### src/rtl/subps_arbiter_if.sv
// SubPS arbiter handshake bundle: lookup port (Send/Ack, DEST in, MF/ERR out)
// and write port (Send/Ack, ADDR/DATA in), plus the INIT_DONE status flag.
interface subps_arbiter_if #(
  parameter int ADDR_W = 6,
  parameter int DEST_W = 7
);
  logic              LK_Send_in;
  logic [DEST_W-1:0] LK_DEST;
  logic              LK_Ack_out;
  logic              LK_MF;
  logic              LK_ERR;
  logic              WR_Send_in;
  logic [ADDR_W-1:0] WR_ADDR;
  logic              WR_DATA;
  logic              WR_Ack_out;
  logic              INIT_DONE;

  modport master (
    output LK_Send_in, LK_DEST,
    output WR_Send_in, WR_ADDR, WR_DATA,
    input  LK_Ack_out, LK_MF, LK_ERR,
    input  WR_Ack_out, INIT_DONE
  );

  modport slave (
    input  LK_Send_in, LK_DEST,
    input  WR_Send_in, WR_ADDR, WR_DATA,
    output LK_Ack_out, LK_MF, LK_ERR,
    output WR_Ack_out, INIT_DONE
  );
endinterface

### src/rtl/subps_arbiter.sv
// SubPS flag store shared by a lookup port and a write port (4-phase each),
// round-robin on collisions, power-up clear. Ports: CP, MR_N, bus (slave).
// SUBPS_PRELOAD_EN: clear writes a fixed preload pattern instead of zeros.
module subps_arbiter #(
  parameter int DEPTH  = 64,
  parameter int ADDR_W = 6,
  parameter int DEST_W = 7
) (
  input  logic          CP,
  input  logic          MR_N,
  subps_arbiter_if.slave bus
);

  typedef enum logic [1:0] {
    S_CLEAR,
    S_READY,
    S_LK_ACK,
    S_WR_ACK
  } state_e;

  localparam logic [DEST_W:0]   DEPTH_X  = (DEST_W+1)'(DEPTH);
  localparam logic [ADDR_W-1:0] CNT_LAST = ADDR_W'(DEPTH-1);

`ifdef SUBPS_PRELOAD_EN
  // entries 1,2,3,4,7,13,16,18 set
  localparam logic [DEPTH-1:0] PRELOAD = DEPTH'(64'h5_209E);
`endif

  state_e            state_q, state_d;
  logic [ADDR_W-1:0] cnt_q, cnt_d;
  logic              rr_q, rr_d;
  logic              lk_ack_q, lk_ack_d;
  logic              mf_q, mf_d;
  logic              err_q, err_d;
  logic              wr_ack_q, wr_ack_d;
  logic              done_q, done_d;

  logic [DEPTH-1:0]  mem_q;
  logic              we;
  logic [ADDR_W-1:0] wa;
  logic              wd;

  logic              lk, wr;
  logic              grant_lk, grant_wr;
  logic              lk_oor;
  logic              rd;
  logic              clr_val;

  assign lk = bus.LK_Send_in;
  assign wr = bus.WR_Send_in;

  // rr_q: 0 favours lookup, 1 favours write
  assign grant_lk = lk & (~wr | ~rr_q);
  assign grant_wr = wr & (~lk |  rr_q);

  assign lk_oor = {1'b0, bus.LK_DEST} >= DEPTH_X;
  assign rd     = mem_q[bus.LK_DEST[ADDR_W-1:0]];

`ifdef SUBPS_PRELOAD_EN
  assign clr_val = PRELOAD[cnt_q];
`else
  assign clr_val = 1'b0;
`endif

  always_comb begin
    state_d  = state_q;
    cnt_d    = cnt_q;
    rr_d     = rr_q;
    lk_ack_d = lk_ack_q;
    mf_d     = mf_q;
    err_d    = err_q;
    wr_ack_d = wr_ack_q;
    done_d   = done_q;
    we       = 1'b0;
    wa       = cnt_q;
    wd       = 1'b0;
    unique case (state_q)
      S_CLEAR: begin
        we    = 1'b1;
        wa    = cnt_q;
        wd    = clr_val;
        cnt_d = cnt_q + 1'b1;
        if (cnt_q == CNT_LAST) begin
          state_d = S_READY;
          done_d  = 1'b1;
        end
      end
      S_READY: begin
        unique case (1'b1)
          grant_lk: begin
            lk_ack_d = 1'b1;
            err_d    = lk_oor;
            mf_d     = lk_oor ? 1'b0 : rd;
            state_d  = S_LK_ACK;
          end
          grant_wr: begin
            we       = 1'b1;
            wa       = bus.WR_ADDR;
            wd       = bus.WR_DATA;
            wr_ack_d = 1'b1;
            state_d  = S_WR_ACK;
          end
          default: ;
        endcase
        if (lk & wr) rr_d = ~rr_q;
      end
      S_LK_ACK: begin
        if (!lk) begin
          lk_ack_d = 1'b0;
          mf_d     = 1'b0;
          err_d    = 1'b0;
          state_d  = S_READY;
        end
      end
      S_WR_ACK: begin
        if (!wr) begin
          wr_ack_d = 1'b0;
          state_d  = S_READY;
        end
      end
      default: state_d = S_CLEAR;
    endcase
  end

  always_ff @(posedge CP or negedge MR_N) begin
    if (!MR_N) begin
      state_q  <= S_CLEAR;
      cnt_q    <= '0;
      rr_q     <= 1'b0;
      lk_ack_q <= 1'b0;
      mf_q     <= 1'b0;
      err_q    <= 1'b0;
      wr_ack_q <= 1'b0;
      done_q   <= 1'b0;
    end else begin
      state_q  <= state_d;
      cnt_q    <= cnt_d;
      rr_q     <= rr_d;
      lk_ack_q <= lk_ack_d;
      mf_q     <= mf_d;
      err_q    <= err_d;
      wr_ack_q <= wr_ack_d;
      done_q   <= done_d;
    end
  end

  // store contents are defined by the clear sweep, not by reset
  always_ff @(posedge CP) begin
    if (we) mem_q[wa] <= wd;
  end

  assign bus.LK_Ack_out = lk_ack_q;
  assign bus.LK_MF      = mf_q;
  assign bus.LK_ERR     = err_q;
  assign bus.WR_Ack_out = wr_ack_q;
  assign bus.INIT_DONE  = done_q;

endmodule
### src/flat_wrapper.sv
// flat-port wrapper written by rule: the top's interface ports become plain ports
module subps_arbiter_flat 
#(
  parameter int DEPTH  = 64,
  parameter int ADDR_W = 6,
  parameter int DEST_W = 7
)
  (CP, MR_N, bus_LK_Send_in, bus_LK_DEST, bus_WR_Send_in, bus_WR_ADDR, bus_WR_DATA, bus_LK_Ack_out, bus_LK_MF, bus_LK_ERR, bus_WR_Ack_out, bus_INIT_DONE);
  subps_arbiter_if #(.ADDR_W(ADDR_W), .DEST_W(DEST_W)) bus_i ();
  input  logic CP;
  input  logic MR_N;
  input wire logic [$bits(bus_i.LK_Send_in)-1:0] bus_LK_Send_in;
  input wire logic [$bits(bus_i.LK_DEST)-1:0] bus_LK_DEST;
  input wire logic [$bits(bus_i.WR_Send_in)-1:0] bus_WR_Send_in;
  input wire logic [$bits(bus_i.WR_ADDR)-1:0] bus_WR_ADDR;
  input wire logic [$bits(bus_i.WR_DATA)-1:0] bus_WR_DATA;
  output wire logic [$bits(bus_i.LK_Ack_out)-1:0] bus_LK_Ack_out;
  output wire logic [$bits(bus_i.LK_MF)-1:0] bus_LK_MF;
  output wire logic [$bits(bus_i.LK_ERR)-1:0] bus_LK_ERR;
  output wire logic [$bits(bus_i.WR_Ack_out)-1:0] bus_WR_Ack_out;
  output wire logic [$bits(bus_i.INIT_DONE)-1:0] bus_INIT_DONE;
  assign bus_i.LK_Send_in = bus_LK_Send_in;
  assign bus_i.LK_DEST = bus_LK_DEST;
  assign bus_i.WR_Send_in = bus_WR_Send_in;
  assign bus_i.WR_ADDR = bus_WR_ADDR;
  assign bus_i.WR_DATA = bus_WR_DATA;
  assign bus_LK_Ack_out = bus_i.LK_Ack_out;
  assign bus_LK_MF = bus_i.LK_MF;
  assign bus_LK_ERR = bus_i.LK_ERR;
  assign bus_WR_Ack_out = bus_i.WR_Ack_out;
  assign bus_INIT_DONE = bus_i.INIT_DONE;
  subps_arbiter #(.DEPTH(DEPTH), .ADDR_W(ADDR_W), .DEST_W(DEST_W)) u_core (.CP(CP), .MR_N(MR_N), .bus(bus_i));
endmodule
### config.mk
export PLATFORM = sky130hd
export DESIGN_NAME = subps_arbiter_flat
export DESIGN_NICKNAME = d
export VERILOG_FILES = /design/src/rtl/subps_arbiter_if.sv /design/src/rtl/subps_arbiter.sv /design/src/flat_wrapper.sv
export SDC_FILE = /design/constraint.sdc
export NUM_CORES = 1
export LEC_CHECK = 0
export CAP_MARGIN = 20
export CORE_MARGIN = 5
export CORE_UTILIZATION = 63
export DETAILED_ROUTE_END_ITERATION = 16
export GPL_ROUTABILITY_DRIVEN = 0
export PLACE_DENSITY = 0.93
export SYNTH_ARGS = -nofsm -noshare
export SYNTH_HDL_FRONTEND = slang
export SYNTH_SLANG_ARGS = --single-unit
### constraint.sdc
create_clock -name CP -period 4.3 [get_ports CP]
set_clock_uncertainty 0.1 [all_clocks]
set_input_delay 0.86 -clock CP [delete_from_list [all_inputs] [get_ports CP]]
set_output_delay 0.86 -clock CP [all_outputs]
set_load 0.01 [all_outputs]
# Yosys cells after proc, flatten, opt, wreduce, memory -nomap -nowiden

Cells that the tools add are included.

Logic and storage cells: 68
Output and inout bits: 5
Register bits: 78

Bitwise gates (word level): 8
$lt $le $gt $ge: 4
Add/sub/neg operators: 1
Eq/ne operators: 10
Multiplexer cells: 27
Reductions and logical operators: 9

Operator list:

| cell                | count |
|---|---|
| $bwmux 64           | 1 |
| $lt 6x7->1 const B  | 2 |
| $mux 1              | 12 |
| $mux 6              | 2 |
| $pmux 1 s2          | 5 |
| $pmux 2 s4          | 1 |
| $ge 7x7->1 const B  | 1 |
| $add 6x1->6 const B | 1 |
| $bmux 1 s6          | 1 |
| $demux 1 s6         | 1 |
| $eq 6x6->1 const B  | 1 |
| $ge 6x1->1 const B  | 1 |
| $mux 2              | 3 |
| $ne 2x1->1 const B  | 3 |
| $reduce_and 3->1    | 2 |
| $eq 2x2->1 const B  | 2 |
| $ne 2x2->1 const B  | 2 |
| $pmux 2 s2          | 1 |
| $reduce_and 2->1    | 2 |
| $reduce_and 4->1    | 1 |
| $reduce_bool 2->1   | 2 |
| $and 1x1->1         | 3 |
| $ne 3x1->1 const B  | 1 |
| $not 1->1           | 3 |
| 4 further kinds     | 5 |

# Logic depth before layout (Yosys ltp)

Gate-level depths: netlist of the first run.

Depth after elaboration: 10
Depth in mapped cells: 8

# Worst setup path before layout of the first run

No wires, ideal clock.

Path type: in2reg
From: input port bus_LK_Send_in
To: register u_core.mem_q[0], data pin
Arrival: 2.311 ns
Cell stages on the path: 4
Setup slack: 1.522 ns
Cell sequence: nand2b_1 -> and3_1 -> buf_2 -> and2_1

Elaborated cells between the ends (all ways): 13
Classes of those cells: order compare: 2; mux: 7; bitwise: 3; reduce/logical: 1

RTL lines:

| what                            | RTL line             | text |
|---|---|---|
| from (decl)                     | flat_wrapper.sv:12   | `input wire logic [$bits(bus_i.LK_Send_in)-1:0] bus_LK_Send_in;` |
| $not 1->1                       | subps_arbiter.sv:54  | `assign grant_wr = wr & (~lk \| rr_q);` |
| $or 1x1->1                      | subps_arbiter.sv:54  |  |
| $and 1x1->1                     | subps_arbiter.sv:54  |  |
| $mux 1                          | subps_arbiter.sv:89  | `unique case (1'b1)` |
| $mux 1                          | subps_arbiter.sv:77  | `unique case (state_q)` |
| via u_core.wd                   | subps_arbiter.sv:41  | `logic wd;` |
| $bwmux 64                       | subps_arbiter.sv:149 | `if (we) mem_q[wa] <= wd;` |
| to (signal, indexed assignment) | subps_arbiter.sv:149 |  |
| to (decl)                       | subps_arbiter.sv:38  | `logic [DEPTH-1:0] mem_q;` |

The timed path passes the listed nets, and every way through them passes these cells.
A chain may end at the register's enable or synchronous reset.

# Worst setup path in the final report of the first run

From: input port bus_LK_DEST[1]
To: register u_core.mf_q, in the netlist u_core.bus.LK_MF

Longest elaborated chain between the ends: 5
Elaborated cells between the ends (all ways): 6
Classes of those cells: order compare: 1; mux: 5

Ends and longest elaborated chain:

| what                         | RTL line             | text |
|---|---|---|
| from (decl)                  | flat_wrapper.sv:13   | `input wire logic [$bits(bus_i.LK_DEST)-1:0] bus_LK_DEST;` |
| $bmux 1 s6                   | subps_arbiter.sv:57  | `assign rd = mem_q[bus.LK_DEST[ADDR_W-1:0]];` |
| $mux 1 (implied by the code) | subps_arbiter.sv:57  |  |
| $mux 1 (*)                   | subps_arbiter.sv:93  | `mf_d = lk_oor ? 1'b0 : rd;` |
| $mux 1 (*)                   | subps_arbiter.sv:89  |  |
| $pmux 1 s2 (*)               | subps_arbiter.sv:77  |  |
| to (signal assigned)         | subps_arbiter.sv:140 | `mf_q <= mf_d;` |
| to (decl)                    | subps_arbiter.sv:33  | `logic mf_q, mf_d;` |

Every way passes the cells marked *; elsewhere a longest branch is shown, timed or not. The select of a mux whose other input is x is not followed.

==> results.tsv, run 1 <==
stage	metric	value	unit
outcome	outcome	finished clean	
global_routing	pin count of the biggest net entering global routing	65	
global_routing	global-route wire length before repair	12.4	mm
timing	Final setup viols	0	
power	Clock Power Share	24.9	%
power	Static Leak	1.36	nW
synthesis	Synth Instances	276	
place	# port buffers	22	
floorplanning	initial core utilization	65.6	%
route	Routed wire per std cell	19.8	µm
floorplanning	Die Y	85.9	µm
synthesis	Avg Inst Size Synth	13.2	µm²
power	Seq pwr share	50.9	%
worst_setup_path	CP peak stage delay	890	ps
global_routing	Congestion Overflow GR	0	
power	cell-internal power	0.00130	W
cts	clock slew seen by the registers of the worst setup and hold paths	80	ps
power	combinational power share	24.2	%
cts	root buffer cell	clkbuf_8	
worst_hold_path	worst hold path class	reg2reg	
timing	Slew @ Worst Pin	811	ps
timing	final period demand of the worst path	3140	ps
timing	fmax	318	MHz
synthesis	Yosys warnings	0	
power	P_sw	0.000640	W
timing	setup TNS	0	ps
power	PwrDens	475	nW/µm²
synthesis	sequential element share of the synthesized area	62.5	%
floorplanning	# rows	27	
cts	CTS Buf Count	9	
cts	post-CTS setup buffers	0	
synthesis	Post-Syn Nets	295	
timing	final hold vios	0	
worst_setup_path	CP Cell Sequence	clkdlybuf4s50_1 -> mux4_1 -> mux4_2 -> mux2i_1 -> or4_1 -> o211ai_1	
cts	CTS tree	built	
place	dpl hpwl	5.05	mm
power	switching share of power	33.1	%
cts	post-CTS sizing	0	
route	drt drc	0	
cts	clock buffer depth	2	
place	placed inst area	3900	µm²
layout	ANT cells	0	
route	Detailed Routing Iterations Pass 1	5	
layout	Area growth syn-to-layout	12.1	%
worst_setup_path	Slowest cell on crit path	clkdlybuf4s50_1	
global_routing	gr usage total	22.6	%
worst_setup_path	Crit Path Class	in2reg	
route	DR vias	2320	
floorplanning	die area	7390	µm²
worst_setup_path	CP arrival	3260	ps
timing	RSZ-0062 raised after global routing	false	
layout	Nets	320	
worst_setup_path	Crit path max-delay family	multiplexers	
floorplanning	CORE AREA	5540	µm²
timing	Max Slew Vio Count	0	
synthesis	Synth top area share	52.9	%
timing	final hold slack	362	ps
timing	Slew headroom	45.8	%
power	power after layout	0.00194	W
timing	crit share post-route	73.1	%
synthesis	cell area after synthesis	3630	µm²
worst_setup_path	Critical Path Start Type	input port	
synthesis	synth top area cells	edfxtp_1 (53%), dfrtp_1 (9.6%), mux4_2 (8.1%), nor2_1 (7.7%), mux4_1 (3.6%)	
layout	layout cell share with drive strength beyond 1	11.8	%
route	final WL	7.48	mm
cts	CTS Hold Bufs	0	
layout	fin area	4070	µm²
cts	H-Tree Depth	3	
global_routing	vias in the first global route	2417	
route	DR iter-0 viols	248	
route	Vias/cell	6.14	
worst_setup_path	Req. time, crit path	4410	ps
job	maxcap violations	0	
worst_setup_path	buffer and inverter count on the worst path	1	
route	Antenna Nets Post-Route	0	
cts	later-pin clock latency in the skew report	340	ps
worst_setup_path	CP max FO	11	
worst_setup_path	critical path endpoint category	register	
cts	Sink Count	78	
floorplanning	I/O Pins	23	
global_routing	initial antenna violation count	0	
synthesis	Yosys cell types	34	
power	worst vdd rail ir drop	0.358	mV
synthesis	Synth area leader	edfxtp_1	
floorplanning	die width	85.9	µm
synthesis	flops & latches, synth	78	
-- registers in the layout, summed over array words and instances (netlist names) --
name                   count
u_core.bus.INIT_DONE       1
u_core.bus.WR_Ack_out      1
u_core.cnt_q               6
u_core.mem_q              64
u_core.rr_q                1
u_core.bus.LK_MF           1
u_core.state_q             2
u_core.bus.LK_ERR          1
u_core.bus.LK_Ack_out      1
-- cell usage in the layout, fill, tap and decap left out, types with 2 or more instances in the layout --
| master | count |
|---|---|
| nor2_1 | 75 |
| edfxtp_1 | 64 |
| nand2_1 | 25 |
| clkdlybuf4s50_1 | 22 |
| dfrtp_1 | 14 |
| mux4_2 | 13 |
| mux2i_1 | 12 |
| nand2b_1 | 10 |
| clkbuf_8 | 9 |
| a21oi_1 | 7 |
| nand3_1 | 6 |
| mux4_1 | 5 |
| clkinvlp_4 | 5 |
| inv_1 | 4 |
| xnor2_1 | 4 |
| mux2_2 | 3 |
| nand4_1 | 3 |
| o21ai_0 | 3 |
| or2_2 | 2 |
| nor3b_1 | 2 |
| xor2_1 | 2 |
| buf_4 | 2 |
-- final timing paths --
check	start	to	slack (ps)	cells after the start
min in group asynchronous	MR_N	u_core.cnt_q[4]	810	1
max in group asynchronous	MR_N	u_core.bus.LK_MF	2860	1
worst min-delay path	u_core.bus.INIT_DONE	u_core.bus.INIT_DONE	360	1
worst max-delay path	bus_LK_DEST[1]	u_core.bus.LK_MF	1160	6
worst min register to register	u_core.bus.INIT_DONE	u_core.bus.INIT_DONE	360	1
worst max register to register	u_core.state_q[0]	u_core.mem_q[32]	1640	5
-- cell usage after synthesis, drive strengths merged --
cell type   n
nand3       6
o2111ai     1
edfxtp     64
nand2b     10
o21ai       3
and2        1
xnor2       4
or2         2
ha          1
nor3b       2
dfrtp      14
mux2        3
nor2       75
a31oi       1
a21oi       7
and3        1
or3         1
mux4       18
nand2      25
o211ai      1
mux2i      12
buf         5
nor2b       1
xor2        2
or4         1
a21o        1
inv         4
nand4       3
clkbuf      5
o21a        1
nand4b      1
-- layer usage --
layer	part of all wire, %	vias up	global-route usage (%)
met3	6.9	13	4.61
met5	0	-	0
met4	2.0	0	9.64
met2	52	125	38.5
met1	39	1129	28.1
li1	-	1053	-
-- per-stage QoR --
stage	instances	setup WS, ps	util (%)
after global routing	378	1040	73.5
final	378	1160	73.5
after global placement	362	895	70.4
after detailed placement	362	831	70.4
after floorplan	276	1520	-
after CTS	378	1160	73.5
-- final cells by class --
class / count / area [µm²]
Clock buffer: 9 / 124
Fill cell: 341 / 1470
Tap cell: 72 / 90.1
Timing Repair Buffer: 24 / 235
Multi-Input combinational cell: 184 / 1290
Clock inverter: 7 / 51.3
Sequential cell: 78 / 2270
Inverter: 4 / 15.0
-- worst register-to-register path, cell delays in order (launching register included) --
cell and delay [ps]:
dfrtp_1 510, nor2b_1 280, and3_1 540, mux2i_1 430
nand2_1 290, nor2_1 220
-- kinds of logic after synthesis --
kind of cell,synth area share (%)
flip-flops,62.5
adder cells (fa/ha/maj),0.344
AND/OR/NAND/NOR,15.3
AO/OA/AOI/OAI,2.41
buffers and inverters,2.07
multiplexers,15.9
XOR/XNOR,1.45
-- power by group through the flow --
| stage | clock network (W) | logic (W) | registers [W] |
|---|---|---|---|
| floorplan | 0 | 0.000341 | 0.000964 |
| detailed placement | 0 | 0.000462 | 0.000998 |
| global route | 0.000526 | 0.000513 | 0.000997 |
| CTS | 0.000484 | 0.000468 | 0.000983 |
| finish | 0.000482 | 0.000468 | 0.000985 |
| global placement | 0 | 0.000436 | 0.000990 |
Power figures use the tool's default switching activity.
==> inputs of run 2 (changes only) <==
- CORE_UTILIZATION: 63 -> 53
- PLACE_DENSITY: 0.93 -> 0.84
- clock period: 4.3 -> 2.8 ns (I/O delays scaled with it)
==> run 2 against run 1 <==
Net effect:
- sequential share of layout area fell by 1.8 points
- power rose by 62%
- largest cell class unchanged
- count of clock-buffer cells in the layout rose by 3
- clock power rose by 85%
- design area rose by 3.3%
- via count fell by 0.69%
- critical path type unchanged
- flip-flop and latch count did not move
- worst setup slack got worse by 900 ps
- die area rose by 17%
- global-route usage fell by 3.5 points
==> results.tsv, run 2 (same netlist as run 1, synthesis figures left out) <==
stage	metric	value	unit
outcome	outcome	finished clean	
timing	RSZ-0062 raised after global routing	false	
cts	CTS Buf Count	9	
worst_setup_path	Crit Path Class	in2reg	
worst_setup_path	CP arrival	2660	ps
power	Clock Power Share	28.4	%
layout	Largest register FFs	64	
global_routing	initial antenna violation count	0	
worst_setup_path	Slowest cell on crit path	mux4_1	
timing	fmax	393	MHz
floorplanning	die area	8610	µm²
worst_setup_path	CP max FO	10	
timing	Slew @ Worst Pin	701	ps
route	drt drc	0	
layout	multi-input logic area	1290	µm²
layout	non-filler cells, final	395	
layout	Area growth syn-to-layout	15.8	%
worst_setup_path	CP peak stage delay	590	ps
cts	later-pin clock latency in the skew report	350	ps
route	DR vias	2304	
worst_setup_path	Critical Path Start Type	input port	
cts	clock buffer depth	2	
timing	final hold vios	0	
route	final WL	7.57	mm
timing	Max Slew Vio Count	0	
place	dpl hpwl	5.20	mm
power	Static Leak	1.44	nW
floorplanning	# rows	30	
worst_setup_path	Crit path max-delay family	multiplexers	
global_routing	pin count of the biggest net entering global routing	65	
place	placed insts	379	
cts	Sink Count	78	
layout	layout cell share with drive strength beyond 1	14.3	%
global_routing	Congestion Overflow GR	0	
timing	Final setup viols	0	
layout	Nets	329	
layout	register area	2270	µm²
route	DR iter-0 viols	205	
worst_setup_path	buffer and inverter count on the worst path	2	
worst_hold_path	worst hold path class	reg2reg	
global_routing	gr usage total	19.1	%
power	combinational power share	23.6	%
timing	final period demand of the worst path	2550	ps
place	dpl ws	-82.2	ps
global_routing	global-route wire length before repair	12.2	mm
timing	crit share post-route	90.9	%
route	Routed wire per std cell	19.2	µm
floorplanning	initial core utilization	54.1	%
power	P_sw	0.000961	W
layout	most common cell after layout, fill and taps aside	nor2_1	
cts	CTS tree	built	
job	maxcap violations	0	
place	# port buffers	22	
layout	fin area	4210	µm²
place	placed inst area	3990	µm²
floorplanning	CORE AREA	6720	µm²
cts	CTS Hold Bufs	0	
worst_setup_path	critical path endpoint category	register	
layout	most frequent cells in the layout	nor2_1 (75), edfxtp_1 (64), nand2_1 (25)	
power	cell-internal power	0.00218	W
floorplanning	Die Y	92.8	µm
global_routing	vias in the first global route	2333	
route	Vias/cell	5.83	
layout	Largest Register	u_core.mem_q	
worst_setup_path	CP Cell Sequence	clkdlybuf4s50_1 -> buf_12 -> mux4_1 -> mux4_2 -> mux2i_1 -> or4_1 -> o211ai_1	
floorplanning	die width	92.8	µm
worst_setup_path	Req. time, crit path	2920	ps
power	Seq pwr share	48.0	%
cts	H-Tree Depth	3	
cts	root buffer cell	clkbuf_8	
route	Detailed Routing Iterations Pass 1	4	
timing	post-route setup slack	255	ps
cts	post-CTS setup buffers	0	
power	worst vdd rail ir drop	0.414	mV
layout	largest registers	u_core.mem_q x64, u_core.cnt_q x6, u_core.state_q x2	
cts	clock slew seen by the registers of the worst setup and hold paths	80	ps
power	switching share of power	30.6	%
cts	post-CTS sizing	0	
layout	ANT cells	0	
route	Antenna Nets Post-Route	0	
worst_setup_path	r2r setup slk	330	ps
floorplanning	I/O Pins	23	
power	PwrDens	746	nW/µm²
layout	# fillers	480	
timing	Slew headroom	53.1	%
power	power after layout	0.00314	W
run 2: cell count changes in the layout (fill, tap and decap cells not counted), sizes merged:
cell / before / now
clkbuf: 9 / 12
clkinvlp: 5 / 2
buf: 2 / 11
bufinv: 0 / 1
clkinv: 2 / 1
run 2: area by class of cell:
class                   count  share of cell area (%)
well taps                  80                    2.38
inverters                   4                   0.357
clock buffers              12                    3.93
multi-input cells         184                    30.6
repair buffers             33                    7.49
flip-flops and latches     78                    54.0
clock inverters             4                    1.28
run 2: worst paths after layout:
path | depth (start not counted) | to | startpoint
worst max-delay path | 7 | u_core.bus.LK_MF | bus_LK_DEST[1]
worst min-delay path | 1 | u_core.bus.INIT_DONE | u_core.bus.INIT_DONE
worst max register to register | 6 | u_core.mem_q[35] | u_core.state_q[0]
worst min register to register | 1 | u_core.bus.INIT_DONE | u_core.bus.INIT_DONE
max in group asynchronous | 1 | u_core.bus.LK_MF | MR_N
min in group asynchronous | 1 | u_core.rr_q | MR_N
run 2: layer usage:
layer	GRT usage, %	vias up	wire [µm]	part of all wire [%]
met5	0	-	0	0
met4	8.06	0	159	2.1
met3	3.41	14	463	6.1
met2	31.5	82	3890	51
met1	24.9	1138	3060	40
li1	-	1070	-	-
run 2: stage by stage:
step / hold WS [ps] / utilization (%) / TNS (ps)
floorplan: 164 / - / 0
global placement: 340 / 59.4 / 0
detailed placement: 362 / 59.4 / -82.2
CTS: 376 / 62.6 / 0
global route: 408 / 62.6 / 0
finish: 374 / 62.6 / 0
run 2: power groups by stage:
stage	registers (W)	clock network, W	logic, W
2_1_floorplan	0.00148	0	0.000524
3_3_place_gp	0.00152	0	0.000703
3_5_place_dp	0.00153	0	0.000736
4_1_cts	0.00150	0.000903	0.000741
5_1_grt	0.00153	0.000955	0.000820
6_report	0.00151	0.000891	0.000741
